File: config.mk
export PLATFORM = sky130hd
export DESIGN_NAME = gshare_branch_predictor
export DESIGN_NICKNAME = d
export VERILOG_FILES = /design/src/rtl/gshare_branch_predictor.sv
export SDC_FILE = /design/constraint.sdc
export NUM_CORES = 1
export LEC_CHECK = 0
export ABC_AREA = 1
export CAP_MARGIN = 10
export CORE_MARGIN = 3
export CORE_UTILIZATION = 38
export CTS_CLUSTER_DIAMETER = 200
export CTS_CLUSTER_SIZE = 20
export DETAILED_ROUTE_END_ITERATION = 8
export GPL_TIMING_DRIVEN = 0
export PLACE_DENSITY = 0.69
export SYNTH_ARGS = -nofsm -noshare
export SYNTH_HDL_FRONTEND = slang
export SYNTH_SLANG_ARGS = --single-unit
export TNS_END_PERCENT = 20
File: constraint.sdc
create_clock -name clk -period 3.8 [get_ports clk]
set_clock_uncertainty 0.15 [all_clocks]
set_input_delay 0.57 -clock clk [delete_from_list [all_inputs] [get_ports clk]]
set_output_delay 0.57 -clock clk [all_outputs]
set_load 0.01 [all_outputs]
File: src/rtl/gshare_branch_predictor.sv
// -----------------------------------------------------------------------------
// gshare_branch_predictor
//
// Direction predictor built around a pattern history table (PHT) of 2-bit
// saturating counters. After reset the table is swept once, one entry per
// cycle, to CTR_INIT; only then does the predictor accept lookups/updates.
//
// Build option:
//   GSHARE_BRANCH_PREDICTOR_XOR_EN
//     defined   : PHT index = pc[IDX_WIDTH+1:2] ^ zero-extended history (gshare)
//     undefined : PHT index = pc[IDX_WIDTH+1:2]                          (bimodal)
//   The global history register is maintained and reported in both builds.
//
// Ports:
//   clk, rst                async active-high reset
//   isReady                 table initialised, predictor running
//   lookupValid/lookupPc    fetch request
//   predictValid            registered response, one cycle after the request
//   isBranchTakenPredicted  counter MSB of the looked-up entry
//   globalBranchHistory     GHR value used for that prediction
//   updateValid/updatePc/updateHistory/updateTaken
//                           resolved branch from execute
// -----------------------------------------------------------------------------
module gshare_branch_predictor #(
   parameter int         PC_WIDTH    = 32,
   parameter int         HISTORY_LEN = 4,
   parameter int         PHT_ENTRIES = 64,
   parameter logic [1:0] CTR_INIT    = 2'b01
) (
   input  logic                   clk,
   input  logic                   rst,
   output logic                   isReady,
   input  logic                   lookupValid,
   input  logic [PC_WIDTH-1:0]    lookupPc,
   output logic                   predictValid,
   output logic                   isBranchTakenPredicted,
   output logic [HISTORY_LEN-1:0] globalBranchHistory,
   input  logic                   updateValid,
   input  logic [PC_WIDTH-1:0]    updatePc,
   input  logic [HISTORY_LEN-1:0] updateHistory,
   input  logic                   updateTaken
);

   localparam int                   IDX_WIDTH = $clog2(PHT_ENTRIES);
   localparam logic [IDX_WIDTH-1:0] LAST_IDX  = IDX_WIDTH'(PHT_ENTRIES - 1);

   typedef enum logic {S_INIT, S_RUN} state_t;

   state_t                 r_state, w_state_next;
   logic [IDX_WIDTH-1:0]   r_init_cnt;
   logic [HISTORY_LEN-1:0] r_ghr;
   logic [HISTORY_LEN-1:0] w_ghr_shift;
   logic [1:0]             r_pht [PHT_ENTRIES];

   logic                   r_pred_valid;
   logic                   r_pred_taken;
   logic [HISTORY_LEN-1:0] r_hist_out;

   logic                   w_run;
   logic [IDX_WIDTH-1:0]   w_lk_idx;
   logic [IDX_WIDTH-1:0]   w_up_idx;
   logic [1:0]             w_ctr_cur;
   logic [1:0]             w_ctr_next;
   logic                   w_unused;

   assign w_run = (r_state == S_RUN);

`ifdef GSHARE_BRANCH_PREDICTOR_XOR_EN
   assign w_lk_idx = lookupPc[IDX_WIDTH+1:2] ^ IDX_WIDTH'(r_ghr);
   assign w_up_idx = updatePc[IDX_WIDTH+1:2] ^ IDX_WIDTH'(updateHistory);
   assign w_unused = ^{lookupPc[PC_WIDTH-1:IDX_WIDTH+2], lookupPc[1:0],
                       updatePc[PC_WIDTH-1:IDX_WIDTH+2], updatePc[1:0]};
`else
   assign w_lk_idx = lookupPc[IDX_WIDTH+1:2];
   assign w_up_idx = updatePc[IDX_WIDTH+1:2];
   assign w_unused = ^{lookupPc[PC_WIDTH-1:IDX_WIDTH+2], lookupPc[1:0],
                       updatePc[PC_WIDTH-1:IDX_WIDTH+2], updatePc[1:0],
                       updateHistory};
`endif

   // A 1-bit history has nothing to keep from the old value.
   generate
      if (HISTORY_LEN == 1) begin : g_ghr1
         assign w_ghr_shift = updateTaken;
      end else begin : g_ghrn
         assign w_ghr_shift = {r_ghr[HISTORY_LEN-2:0], updateTaken};
      end
   endgenerate

   // Saturating counter step for the entry being updated.
   always_comb begin
      w_ctr_cur  = r_pht[w_up_idx];
      w_ctr_next = w_ctr_cur;
      if (updateTaken) begin
         if (w_ctr_cur != 2'd3) w_ctr_next = w_ctr_cur + 2'd1;
      end else begin
         if (w_ctr_cur != 2'd0) w_ctr_next = w_ctr_cur - 2'd1;
      end
   end

   // FSM next state: INIT leaves once the last entry is written.
   always_comb begin
      w_state_next = r_state;
      case (r_state)
         S_INIT:  if (r_init_cnt == LAST_IDX) w_state_next = S_RUN;
         S_RUN:   w_state_next = S_RUN;
         default: w_state_next = S_INIT;
      endcase
   end

   always_ff @(posedge clk or posedge rst) begin
      if (rst) begin
         r_state      <= S_INIT;
         r_init_cnt   <= '0;
         r_ghr        <= '0;
         r_pred_valid <= 1'b0;
         r_pred_taken <= 1'b0;
         r_hist_out   <= '0;
      end else begin
         r_state <= w_state_next;
         if (!w_run) r_init_cnt <= r_init_cnt + 1'b1;

         // Lookup reads the pre-update counter and GHR: a same-cycle update
         // only lands at this edge, so read-before-write comes for free.
         r_pred_valid <= lookupValid && w_run;
         if (lookupValid && w_run) begin
            r_pred_taken <= r_pht[w_lk_idx][1];
            r_hist_out   <= r_ghr;
         end

         if (updateValid && w_run) r_ghr <= w_ghr_shift;
      end
   end

   // Table storage needs no reset: the INIT sweep defines every entry.
   always_ff @(posedge clk) begin
      if (!w_run)
         r_pht[r_init_cnt] <= CTR_INIT;
      else if (updateValid)
         r_pht[w_up_idx] <= w_ctr_next;
   end

   assign isReady                = w_run;
   assign predictValid           = r_pred_valid;
   assign isBranchTakenPredicted = r_pred_taken;
   assign globalBranchHistory    = r_hist_out;

endmodule
==> impl_summary.txt, run 1 <==
----------------------------------------------------
[Status]
  Status ... finished clean

[Die]
  Die span in y ... approximately 140 um
  # rows ... 48
  # IOs ... 80
  Area of the placeable core ... between 15000 and 20000 um^2
  Die Width ... between 100 and 150 um
  Area of the die ... 20020 um^2
  Initial core utilization ... ~40%

[Hold path]
  Worst Hold Endpoint ... globalBranchHistory[3]
  Number of instances on the worst hold path ... 2
  Min-delay worst type ... flop to flop
  Launch instance of the worst min-delay path ... r_ghr[3]

[Clock network]
  Clk sink count ... between 100 and 150
  Number of buffers on the longest clock path ... 2
  Clock insertion delay at the later pin of the skew report ... between 0.4 and 0.5 ns
  Inserted Clock Buffers ... 17
  Setup Fix Bufs, Post-CTS ... 0
  Post-cts resize count ... 0
  Max H-tree Level ... 4
  Number of hold-repair buffers added at the cts stage ... 0
  CTS tree ... done
  Clock edge transition at the registers on the reported setup and hold paths ... 0.06 ns
  Root buf cell ... clkbuf_16

[STA]
  Period Utilization, post-route ... between 80% and 90%
  Unrepaired setup endpoints after global routing ... no
  Final number of max-transition violations ... 0
  Maximum operating frequency ... between 0.2 and 0.3 GHz
  Hold_ws ... approximately 0.33 ns
  Worst slew margin ... about two fifths
  Final hold violation count ... 0
  Final worst-path setup slack ... approximately 0.38 ns
  Pin slew with the least headroom to its limit ... about 0.9 ns
  Number of setup violations in the final report ... 0
  Final worst path period need ... approximately 3.4 ns

[Power and ir drop]
  VDD IR-drop max ... 0.2533 mV
  Power density over the cells ... 450.0 nW/um^2
  Cell leakage power ... between 0.002 and 0.003 uW
  Total power after layout ... approximately 3600 uW

[Synth]
  Count of synthesis-stage warnings from yosys ... 0
  Register bit count reported by yosys ... between 100 and 150
  Fraction of synthesized cell area taken by the top area cell type ... 55.11%
  Share of synthesized area occupied by flip-flops and latches ... between 60 and 70%
  Syn Std Cell Area ... approximately 7000 um^2
  Main area contributors after synthesis ... edfxtp_1 55%, nand2_1 11%, nand3_1 9.0%
  Mapped Nets ... between 800 and 900
  Gate count after technology mapping ... ~740
  Mean post-synth cell area ... ~9.5 um^2
  Number of distinct library cell variants in the gate-level netlist after synthesis ... 31
  Library cell occupying the most area in the post-synthesis netlist ... edfxtp_1

[Drt]
  DRC violation count after routing ... 0
  First-pass DRT Iterations ... 6
  Detailed-route via count ... roughly 6k
  Post-detailed-route wirelength per cell ... 21.27 um
  Total length of routed wires ... about 22 mm
  Via density per instance ... about 5.7
  DRC violation total after the first TritonRoute iteration ... ~760
  Post-route ant nets ... 0

[Setup path]
  Setup slack on the worst flop-to-flop path ... around 1.1 ns
  Depth of the worst register-to-register path ... 5
  Worst setup path category ... input pin to flop
  Endpoint of the worst register-to-register path ... r_pht[15][0]
  Element type at the critical path start ... input pin
  Critical register-to-register path startpoint ... isReady
  Highest fanout seen on the critical path ... 39
  Critical Path AT ... approximately 3.6 ns
  WP data required ... around 3.9 ns
  Critical Path Sink Type ... flop

[Cells and area]
  Final Instance Area ... about 8100 um^2
  Number of diodes added for antenna fixing ... 0
  Fraction of final layout cells sized beyond drive strength 1 ... under 10%
  Number of fillers in the final layout ... 1649
  Final cell count without fillers ... ~1.0k
  Area growth, synth to finish ... 16.11%
  Layout Nets ... 851

[Placed design]
  Area after DPL ... roughly 7500 um^2
  Number of buffers added on ports ... 19
  Routability Congestion ... 0.9569
  Pre-CTS worst setup slack ... -0.02127 ns
  HPWL reported at the end of detailed placement ... 13.77 mm
  Instance count after placement with tap cells included ... between 900 and 1k

[Global route]
  Met3 capacity usage during global routing ... under 10%
  Largest net degree at the start of global routing ... 45
  Met2 track demand over resource ... a little over a third
  Met1 track demand over resource ... between 20% and 30%
  Top Usage Layer GRT ... met2
  Total track usage ... between 20% and 30%
  Global-route wire length before repair ... between 30 and 40 mm
  Number of global-route vias before repair ... between 5k and 6k
  Leftover overflow at the end of global routing ... 0
  Initial antenna violation count ... 0

[Job]
  Max-cap check violation count ... 0

----------------------------------------------------
[worst max-delay path by stage]
stage                     cells past startpoint   startpoint           end  slack [ns]
after floorplan                              11  updatePc[4]   r_pht[0][1]        0.11
after global placement                       13  updatePc[2]  r_pht[31][1]       -2.54
after detailed placement                     14  updatePc[2]  r_pht[31][1]       -0.02
after CTS                                    14  updatePc[2]   r_pht[1][1]        0.41
after global routing                         14  updatePc[2]   r_pht[1][1]        0.16
final                                        14  updatePc[2]  r_pht[28][1]        0.38
[cells in the final DEF, fill, tap and decap left out, types with 15 or more instances in the layout]
master | netlist | routed
buf_2 | 15 | 15
nand2_1 | 211 | 210
nand3_1 | 126 | 126
clkdlybuf4s50_1 | 0 | 19
o22ai_1 | 16 | 16
nor2_1 | 91 | 90
dfrtp_1 | 17 | 17
inv_1 | 26 | 26
clkbuf_16 | 0 | 17
edfxtp_1 | 128 | 128
o21ai_0 | 40 | 40
[cells by family after synthesis]
family                   share of synthesized area (%)
AND/OR/NAND/NOR                                  27.56
flip-flops                                       61.21
adder cells (fa/ha/maj)                         0.1794
AO/OA/AOI/OAI                                    5.741
buffers and inverters                            4.682
XOR/XNOR                                        0.6279
[registers in the layout, indices dropped and copies added (netlist names)]
name and flops:
predictValid 1, isReady 1, isBranchTakenPredicted 1, r_init_cnt 6, globalBranchHistory 4, r_pht 128, r_ghr 4
[cell usage after synthesis]
| cell type | number |
|---|---|
| inv_2 | 5 |
| nor2_1 | 91 |
| dfrtp_1 | 17 |
| nand4_1 | 6 |
| a21oi_1 | 2 |
| nor3_1 | 3 |
| inv_1 | 26 |
| o21ai_2 | 3 |
| nand3_2 | 1 |
| buf_4 | 4 |
| o21ai_0 | 40 |
| o21bai_1 | 1 |
| o21ai_4 | 3 |
| ha_1 | 1 |
| nand3_1 | 126 |
| xor2_1 | 4 |
| nor4_1 | 7 |
| buf_1 | 1 |
| nand2_2 | 5 |
| clkbuf_1 | 10 |
| nor2_2 | 1 |
| nand2_1 | 211 |
| or2_2 | 1 |
| edfxtp_1 | 128 |
| clkbuf_4 | 1 |
| o31ai_1 | 1 |
| buf_6 | 5 |
| o22ai_1 | 16 |
| buf_2 | 15 |
| nand3b_1 | 1 |
| xnor2_1 | 1 |
[per-stage QoR]
stage | util (%) | setup TNS, ns
5_1_grt | 45.86 | 0
6_report | 45.86 | 0
4_1_cts | 45.86 | 0
2_1_floorplan | - | 0
3_3_place_gp | 42.17 | -215.77
3_5_place_dp | 42.50 | -0.5287
[report_power, final]
group	total (uW)	internal (uW)	switching [uW]	leakage, uW
registers	1710	1710	0	0.00112
clock network	1680	1020	660	0.000280
logic	251	74.6	176	0.00153
[final cells by class]
class                   count  area (um^2)  area share (%)
clock buffers              17        425.4           5.253
clock inverters            15        168.9           2.086
well taps                 225        281.5           3.477
multi-input cells         525         2389           29.50
inverters                  31        116.4           1.437
flip-flops and latches    145         4269           52.72
plain buffers              36        210.2           2.596
repair buffers             21        237.7           2.936
[critical path, cell delays in order]
cell	delay, ns
clkdlybuf4s50_1	0.45
inv_2	0.21
buf_2	0.37
nand2_1	0.09
nand3_1	0.08
nand3_1	0.12
nand2_1	0.11
nand2_1	0.07
nand3_1	0.09
nand3_1	0.12
nand3_1	0.16
o21bai_1	0.11
nor2_4	0.71
buf_16	0.24
[metal layers]
| metal | wire (um) | up-vias | share of wire (%) |
|---|---|---|---|
| met5 | 0 | - | 0 |
| met4 | 1043 | 0 | 4.8 |
| met3 | 2288 | 88 | 11 |
| met2 | 10020 | 352 | 46 |
| met1 | 8243 | 2760 | 38 |
| li1 | - | 2632 | - |
Note: power is estimated with default switching activity, not from simulation.
==> run 2: changes to the inputs <==
- CORE_UTILIZATION: 38 -> 55
- PLACE_DENSITY: 0.69 -> 0.89
==> run 2 against run 1 <==
  * The flow now finishes with violations (design-rule violations)
  * Combinational power grew 2%
  * Register-to-register slack gained 0.05 ns
  * Fmax shrank 0.28%
  * Via count grew 6.1%
  * Critical path depth is the same
  * First-iteration DRC count grew 69%
  * Clock-buffer cell count is the same
  * Worst hold slack lost 0.0026 ns
  * Non-clock buffer count is the same
  * Sequential cell count is the same
  * Final area shrank 1.1%
  * Critical path type unchanged
  * Highest routed layer unchanged
==> impl_summary.txt, run 2 (synthesized netlist as in run 1, its figures left out) <==
----------------------------------------------------
[Status]
  Status ... finished with violations
  Failing checks ... design-rule violations

[Die]
  Die span in y ... 118.6 um
  Area of the die ... 14070 um^2
  # IOs ... 80
  Area of the placeable core ... approximately 12000 um^2
  Die Width ... between 100 and 150 um
  Initial core utilization ... between 50% and 60%
  # rows ... 40

[Placed design]
  Number of buffers added on ports ... 19
  Routability Congestion ... roughly 0.99
  Area after DPL ... approximately 7400 um^2
  Pre-CTS worst setup slack ... approximately 0.028 ns
  HPWL reported at the end of detailed placement ... about 13 mm

[Drt]
  Post-route ant nets ... 0
  Post-detailed-route wirelength per cell ... 22.51 um
  DRC violation total after the first TritonRoute iteration ... ~1.3k
  First-pass DRT Iterations ... 9
  Detailed-route via count ... 6187
  Total length of routed wires ... around 22 mm
  DRC violation count after routing ... 9
  Via density per instance ... 6.458

[Power and ir drop]
  Cell leakage power ... around 0.0029 uW
  Switching share of total power ... roughly 25%
  Internal Dissipation ... roughly 2700 uW
  Total power after layout ... between 3000 and 4000 uW
  Part of the total power dissipated in sequential elements ... roughly 47%
  VDD IR-drop max ... between 0.2 and 0.3 mV
  Clk network pwr share ... 45.5%
  Power density over the cells ... 450.5 nW/um^2
  Combinational share of power ... about 7.1%
  Switching pwr ... 901.5 uW

[Clock network]
  Inserted Clock Buffers ... 17
  Setup Fix Bufs, Post-CTS ... 0
  CTS tree ... done
  Post-cts resize count ... 0
  Root buf cell ... clkbuf_16
  Max H-tree Level ... 4
  Clock insertion delay at the later pin of the skew report ... about 0.43 ns
  Clk sink count ... around 150
  Number of buffers on the longest clock path ... 2
  Clock edge transition at the registers on the reported setup and hold paths ... ~0.060 ns
  Number of hold-repair buffers added at the cts stage ... 0

[Setup path]
  Worst setup path category ... input pin to flop
  Critical Path AT ... 3.54 ns
  Critical Path Sink Type ... flop
  Ordered cell list for the critical path ... clkdlybuf4s50_1, inv_2, buf_2, nand2_1, nand3_1, nand3_1, nand2_1, nand2_1, nand3_1, nand3_1, nand3_1, o21bai_1, nor2_4, buf_16
  Element type at the critical path start ... input pin
  CP peak stage delay ... slightly above 0.7 ns
  Buf/Inv on CP ... 4
  Depth of the worst register-to-register path ... 7
  Dominant delay contributor by cell family on the critical path ... simple AND/OR/NAND/NOR gates
  Slowest-stage cell, CP ... nor2_4
  Highest fanout seen on the critical path ... 38
  WP data required ... ~3.9 ns
  Cell mode on critical path ... nand3_1
  Total number of cells along the worst setup path ... 14

[Cells and area]
  Area used by multi-input combinational logic ... approximately 2400 um^2
  Most common library cell in the layout ignoring fill and taps ... nand2_1
  Number of fillers in the final layout ... around 940
  Final Core Density ... 65.57%
  Most frequent cells in the layout ... 210 x nand2_1, 128 x edfxtp_1, 126 x nand3_1, 90 x nor2_1, 40 x o21ai_0
  Register containing the most flip-flops in the final layout ... r_pht
  Area growth, synth to finish ... 14.82%
  Fraction of final layout cells sized beyond drive strength 1 ... 10.13%
  Number of diodes added for antenna fixing ... 0
  Largest registers ... r_pht (128), r_init_cnt (6)
  Layout Nets ... around 850
  Register area ... 4269 um^2
  Flip-flop count of the largest register, all copies and words added ... around 130
  Final Instance Area ... about 8000 um^2

[Hold path]
  Number of instances on the worst hold path ... 2
  Min-delay worst type ... flop to flop

[Global route]
  Number of global-route vias before repair ... between 5k and 6k
  Leftover overflow at the end of global routing ... 0
  Total track usage ... 30.59%
  Global-route wire length before repair ... approximately 32 mm
  Initial antenna violation count ... 0
  Largest net degree at the start of global routing ... 51

[Job]
  Max-cap check violation count ... 0

[STA]
  Worst slew margin ... roughly two fifths
  Period Utilization, post-route ... between 90% and 100%
  Final hold violation count ... 0
  Final worst-path setup slack ... ~0.37 ns
  Pin slew with the least headroom to its limit ... slightly above 0.9 ns
  Unrepaired setup endpoints after global routing ... no
  Final number of max-transition violations ... 0
  Final worst path period need ... 3.427 ns
  Number of setup violations in the final report ... 0
  Maximum operating frequency ... 0.2918 GHz

----------------------------------------------------
run 2: cell count changes in the layout (fill, tap and decap cells not counted), sizes merged:
cell    change
clkinv      -6
bufinv      -2
inv         +8
run 2: final cells by class:
type,count,area share [%]
Clock inverter,15,1.875
Sequential cell,145,53.31
Inverter,31,1.453
Timing Repair Buffer,21,2.969
Tap cell,168,2.625
Clock buffer,17,5.313
Multi-Input combinational cell,525,29.83
Buffer,36,2.625
run 2: routing by layer:
metal  track usage [%]  vias to the layer above  share of wire [%]
li1                  -                     2625                  -
met1             39.38                     2841                 34
met2             46.29                      591                 44
met3             9.426                      130                 16
met4             16.80                        0                5.5
met5                 0                        -                  0
run 2: power by group through the flow:
stage | clock [uW] | sequential, uW | combinational (uW)
detailed placement | 0 | 1740 | 236
CTS | 1630 | 1710 | 241
floorplan | 0 | 1740 | 147
finish | 1640 | 1710 | 256
global route | 1700 | 1710 | 268
global placement | 0 | 1740 | 232
run 2: through the flow:
stage,setup TNS [ns],hold WS [ns],instances
floorplan,0,0.2922,737
global placement,-183.81,0.3156,924
detailed placement,0,0.3095,926
CTS,0,0.3259,958
global route,0,0.3483,958
finish,0,0.3224,958
run 2: final timing paths:
path / from / endpoint / slack [ns]
min: r_ghr[3] / globalBranchHistory[3] / 0.32
min reg2reg: r_ghr[3] / globalBranchHistory[3] / 0.32
max: updatePc[2] / r_pht[3][1] / 0.37
max in group asynchronous: rst / r_init_cnt[3] / 2.74
min in group asynchronous: rst / globalBranchHistory[0] / 0.36
max reg2reg: isReady / r_pht[22][1] / 1.15
run 2: worst register-to-register path: stages, from the launching register on:
cell and delay [ns]:
dfrtp_1 0.47, nand2_2 0.13, buf_6 0.18, nand2_1 0.09, o21ai_2 0.11, inv_2 0.17
nand4_1 0.62, nor2_1 0.42
